**src/rtl/led_msg_scroller.sv**
```systemverilog
// led_msg_scroller
// Scrolling-message source for the four-digit seven-segment display path.
// Holds a 16-entry message of 4-bit character codes and periodically offers
// a four-character window of it to the display driver over valid/ready.
//
// Ports:
//   clk        display-domain clock
//   reset      synchronous, active-low reset
//   wr_en      message memory write strobe (honoured in every state)
//   wr_addr    message index to write
//   wr_data    character code to write
//   run        scrolling enable
//   disp_ready driver accepts the current frame
//   disp_valid disp_chars holds a frame
//   disp_chars window; [15:12] = leftmost (an3) char, [3:0] = an0 char
//   pos        message index of the leftmost char of the next/current frame
//   busy       high in any state except IDLE
module led_msg_scroller #(
    parameter int unsigned SCROLL_DIV = 50000,
    parameter int unsigned CNT_W      = 24
) (
    input  logic        clk,
    input  logic        reset,
    input  logic        wr_en,
    input  logic [3:0]  wr_addr,
    input  logic [3:0]  wr_data,
    input  logic        run,
    input  logic        disp_ready,
    output logic        disp_valid,
    output logic [15:0] disp_chars,
    output logic [3:0]  pos,
    output logic        busy
);

    typedef enum logic [1:0] {
        IDLE,
        COUNT,
        FETCH,
        PRESENT
    } state_t;

    localparam logic [CNT_W-1:0] TIMER_LAST = CNT_W'(SCROLL_DIV - 1);

    state_t           state;
    state_t           state_nxt;
    logic [3:0]       mem [16];
    logic [3:0]       win [4];
    logic [CNT_W-1:0] timer;
    logic [1:0]       fidx;
    logic [3:0]       rd_char;

    // Registered memory: a read in the same cycle as a write sees old data.
    always_comb begin
        rd_char = mem[pos + {2'b00, fidx}];
    end

    always_ff @(posedge clk) begin
        if (!reset) begin
            state <= IDLE;
        end else begin
            state <= state_nxt;
        end
    end

    always_comb begin
        state_nxt  = state;
        disp_valid = 1'b0;
        busy       = 1'b1;
        case (state)
            IDLE: begin
                busy = 1'b0;
                if (run) begin
                    state_nxt = FETCH;
                end
            end
            FETCH: begin
                if (!run) begin
                    state_nxt = IDLE;
                end else if (fidx == 2'd3) begin
                    state_nxt = PRESENT;
                end
            end
            PRESENT: begin
                // run is deliberately ignored: an offered frame is never withdrawn
                disp_valid = 1'b1;
                if (disp_ready) begin
                    state_nxt = COUNT;
                end
            end
            COUNT: begin
                if (!run) begin
                    state_nxt = IDLE;
                end else if (timer == TIMER_LAST) begin
                    state_nxt = FETCH;
                end
            end
            default: begin
                state_nxt = IDLE;
            end
        endcase
    end

    always_ff @(posedge clk) begin
        if (!reset) begin
            mem        <= '{default: '0};
            win        <= '{default: '0};
            timer      <= '0;
            fidx       <= '0;
            pos        <= '0;
            disp_chars <= '0;
        end else begin
            if (wr_en) begin
                mem[wr_addr] <= wr_data;
            end
            case (state)
                IDLE: begin
                    fidx  <= '0;
                    timer <= '0;
                end
                COUNT: begin
                    if (!run) begin
                        timer <= '0;
                    end else begin
                        timer <= timer + 1'b1;
                    end
                end
                FETCH: begin
                    win[fidx] <= rd_char;
                    if (!run) begin
                        fidx <= '0;
                    end else begin
                        // fidx wraps 3 -> 0, ready for the next fetch
                        fidx <= fidx + 1'b1;
                        // Last slot goes straight into the output so disp_chars
                        // only changes on the edge entering PRESENT.
                        if (fidx == 2'd3) begin
                            disp_chars <= {win[0], win[1], win[2], rd_char};
                        end
                    end
                end
                PRESENT: begin
                    if (disp_ready) begin
                        pos   <= pos + 1'b1;
                        timer <= '0;
                    end
                end
                default: begin
                end
            endcase
        end
    end

endmodule

```
**config.mk**
```make
export PLATFORM = sky130hd
export DESIGN_NAME = led_msg_scroller
export DESIGN_NICKNAME = d
export VERILOG_FILES = /design/src/rtl/led_msg_scroller.sv
export SDC_FILE = /design/constraint.sdc
export NUM_CORES = 1
export LEC_CHECK = 0
export CORE_MARGIN = 2
export CORE_UTILIZATION = 25
export CTS_CLUSTER_DIAMETER = 200
export CTS_CLUSTER_SIZE = 30
export DETAILED_ROUTE_END_ITERATION = 10
export HOLD_SLACK_MARGIN = 0.15
export SLEW_MARGIN = 30
export SYNTH_ARGS = -nofsm -noshare
export SYNTH_HDL_FRONTEND = slang
export SYNTH_SLANG_ARGS = --single-unit
```
**constraint.sdc**
```tcl
create_clock -name clk -period 5.15 [get_ports clk]
set_clock_uncertainty 0.15 [all_clocks]
set_input_delay 0.7725 -clock clk [delete_from_list [all_inputs] [get_ports clk]]
set_output_delay 0.7725 -clock clk [all_outputs]
set_load 0.01 [all_outputs]
```
== Word level (Yosys, flattened, before mapping) ==
Cells that the tools add are included.
Word-level totals
  word-level logic and storage cells: 78
  bits of input ports: 13
  register bits: 128
Operators by class
  magnitude comparators: 5
  $add $sub $neg: 4
  equal/unequal tests: 9
  mux-type cells: 23
  bitwise gates (word level): 3
  reduce and logical (&&, ||, !) cells: 9
Operators with widths (count)
  $pmux W24 S3: 1
  $bwmux W64: 1
  $mux W24: 2
  $add A24 B1 Y24 const B: 1
  $eq A24 B16 Y1 const B: 1
  $bmux W4 S4: 1
  $bwmux W16: 1
  $demux W4 S4: 1
  $mux W4: 4
  $mux W2: 7
  $ge A5 B5 Y1 const B: 2
  $not A4 Y5: 2
  $demux W4 S2: 1
  $pmux W2 S4: 1
  $eq A2 B2 Y1 const B: 3
  $ne A3 B3 Y1 const B: 2
  $lt A5 B1 Y1 const B: 1
  $add A4 B1 Y4 const B: 1
  $add A4 B2 Y4: 1
  $ne A2 B2 Y1 const B: 2
  $pmux W2 S2: 1
  $reduce_and A2 Y1: 2
  $reduce_and A4 Y1: 1
  $ge A3 B3 Y1 const B: 1
  other kinds (10): 12

== Longest topological paths before layout ==
  depth in word-level cells: 6
  depth in mapped cells: 7
  mapped depth without buffers: 5

== Worst setup path after synthesis ==
No wires, ideal clock.
  kind: reg2reg
  start: reg pos[0]
  end: reg win[11] (netlist bit)
  period minus slack after synthesis: 2.586 ns
  data required time: 4.905 ns
  slack: 2.564 ns
  arrival: 2.341 ns
  cell stages (with the launch flop): 6
  path buffers: 0
  setup time: 0.095 ns
  cells stage by stage: dfxtp_1 ha_1 fa_1 xor2_2 mux4_2 a221oi_1
Between the ends
  word-level cells in the longest chain between the ends: 6
RTL lines
  start, declared: line 31  | output logic [3:0] pos,
  start signal, assigned: line 143  | pos <= pos + 1'b1;
  $add A4 B2 Y4: line 54  | rd_char = mem[pos + {2'b00, fidx}];
  $not A4 Y5 (implied by the code): line 54
  $bmux W4 S4: line 54
  $mux W4 (implied by the code) (2 in series): line 54
  $bwmux W16: line 128  | win[fidx] <= rd_char;
  end signal, assigned by index: line 128
  end, declared: line 47  | logic [3:0] win [4];
Every way passes these cells. The select of a mux whose other input is x is not followed.
A chain may end at the register's enable or synchronous reset.

== Worst setup path in the final report ==
  start: reg pos[0]
  end: reg win[9] (netlist bit)
Same word-level chain as after synthesis.

==> results.md <==
- Status: finished, final reports clean
- Worst setup startpoint: pos[0]$_SDFFE_PN0P_
- Sink Count: 124
- Root Driver: clkbuf_16
- Antenna violations before repair: 0
- Max Clk Rate: around 310 MHz
- Area Overhead vs Synth: 20.15%
- Mapped Nets: roughly 660
- H-tree depth: 4
- Layout Cells excl Fill: 943
- Met1 Track Usage GR: 0.1588
- Clock latency on the worst-skew pair: 0.42 ns
- Routed vias: 4,647
- # rows: 54
- Synth warn: 0
- Post-CTS sizing: 0
- Period utilization: 0.6219
- Initial Utilization: 0.2568
- Static Leak: 2.219 nW
- Mean area per synthesized cell: slightly below 9 sq um
- Post-synth EDFFs: 0
- Final ANT Viol Nets: 0
- Slew headroom: 0.4717
- Seq/Total Area, Yosys: 0.4403
- Crit start category: flip-flop
- Drt total wl: approximately 14,000 um
- Post-synthesis cell count: about 640
- CP Capture Type: flip-flop
- Clock slew at reported path FFs: 0.06 ns
- Actual slew at the worst max-slew pin: ~0.79 ns
- Post-CTS Setup Inserts: 0
- Pre-antenna DRT Iters: 5
- GRT Max-Usage Layer: met2
- Final instance area: approximately 0.0068 sq mm
- Buffers on Ports: 34
- Cell variety after synth: 46
- Gp weighted congestion: 0.7434
- First-pass GRT wire length: approximately 23,000 um
- Final Max Slew Viols: 0
- Number of diodes: 0
- CTS tree: yes
- Flops & latches, synth: roughly 120
- Core area: between 0.02 and 0.025 sq mm
- Final hold vios: 0
- Cts bufs inserted: 17
- Placed insts: 911
- Power per cell area: between 300 and 400 mW/mm^2
- Launching point of the worst reg2reg path: pos[0]$_SDFFE_PN0P_
- WP data arrival: roughly 3.4 ns
- Hold_sp: disp_chars[4]$_SDFFE_PN0P_
- Max Cap Viol: 0
- Fin crit period: about 3.2 ns
- Detailed Route Iter0 Violations: between 200 and 300
- Die extent in y: ~150 um
- Post-DR wirelength/cell: about 15 um
- Asr flop ratio synth: 0
- Hold WC Path Type: reg -> reg
- DRC Markers: 0
- Top_reg_cell synth: dfxtp_1
- Gr usage total: 0.1210
- Final setup violation count: 0
- Synthesized cell area: 0.005638 sq mm
- Nets: between 600 and 700
- Vias per Instance: 4.928
- Post-DP HPWL: between 9000 and 10,000 um
- Die Wd: around 150 um
- Number of global-route vias before repair: 4,348
- TNS Setup: 0 ns
- Critical Path RT: 5.32 ns
- Clock Path Buffers: 2
- Peak supply drop: between 0.2 and 0.25 mV
- Grt met2 use: 0.1905
- Final hold slack: ~0.3 ns
- Hold-fix buffers, CTS: 0
- Placed Area: approximately 0.0062 sq mm
- Congestion Overflow GR: 0
- Met3 Use GR: 0.03306
- Worst setup path category: reg -> reg
- Unrepaired setup endpoints after global routing: no
- # IOs: 35
- Largest net degree at the start of global routing: a little under 50
- Share of layout cells above drive strength 1: 0.07692
- Die area: about 0.024 sq mm
- Commonest cells after routing, fill and taps aside: dfxtp_1 (124), nand2_1 (81), a21oi_1 (71)
- CP max FO: 32
- Leading cell type in the layout, fill and taps excluded: dfxtp_1
## worst max-delay path, stage by stage, from the launching register on
cell	delay, ns
dfxtp_1	0.38
ha_1	0.26
fa_4	1.19
mux2i_1	0.22
mux4_2	0.57
a221oi_1	0.33
## cell usage after synthesis (8+ instances only)
cell	number	area share
or4_1	9	0.012
mux2i_1	57	0.10
o31ai_1	10	0.013
dfxtp_1	124	0.44
ha_1	8	0.018
and3_1	8	0.0089
mux4_2	8	0.032
o21ai_0	56	0.050
nand3_1	14	0.012
a221oi_1	16	0.025
a21oi_1	71	0.063
clkbuf_1	33	0.022
or3_1	10	0.011
nand2_1	81	0.054
nor2_1	52	0.035
## per-layer routing
metal / wire (um) / up-vias
met5: 0 / -
met4: 247 / 0
met3: 732 / 20
met2: 6396 / 120
met1: 6664 / 2190
li1: - / 2317
## final timing paths
kind / cells after the start / slack [ns] / end
setup / recovery: 5 / 1.95 / win[9]$_SDFFE_PN0P_
setup reg to reg: 5 / 1.95 / win[9]$_SDFFE_PN0P_
hold / removal: 2 / 0.30 / disp_chars[4]$_SDFFE_PN0P_
hold reg to reg: 2 / 0.30 / disp_chars[4]$_SDFFE_PN0P_
## power by group
part	switching [mW]	total, mW	internal, mW	leakage (nW)
combinational	0.0568	0.0838	0.0270	0.933
sequential	0.00642	0.976	0.969	1.00
clock	0.456	1.20	0.744	0.285
total	0.520	2.26	1.74	2.22
## state kept, by name, summed over array words and instances, names as in the netlist
signal and count:
timer 24, win 12, fidx 2, mem 64
disp_chars 16, state 2, pos 4
## kinds of logic (layout without fill, tap and decap cells)
logic type	Yosys count	in the layout	share of synthesized area
multiplexers	66	66	0.1352
buffers and inverters	53	77	0.03684
flip-flops	124	124	0.4403
AO/OA/AOI/OAI	165	165	0.1678
AND/OR/NAND/NOR	210	210	0.1787
XOR/XNOR	12	12	0.01997
adder cells (fa/ha/maj)	9	9	0.02131
## cell type report
type	count	area (sq um)
Multi-Input combinational cell	462	2955
Clock inverter	11	132.6
Fill cell	2286	15180
Sequential cell	124	2482
Timing Repair Buffer	37	362.8
Inverter	8	30.03
Clock buffer	21	460.4
Tap cell	280	350.3
## per-stage QoR
stage                     setup slack, ns  power (mW)    util
final                               1.947       2.260  0.3085
after global routing                1.779       2.329  0.3085
after CTS                           1.908       2.279  0.3085
after detailed placement            1.956       1.080  0.2815
after global placement              1.831       1.079  0.2813
after floorplan                     2.564       1.047       -
(Power assumes the default switching activity.)
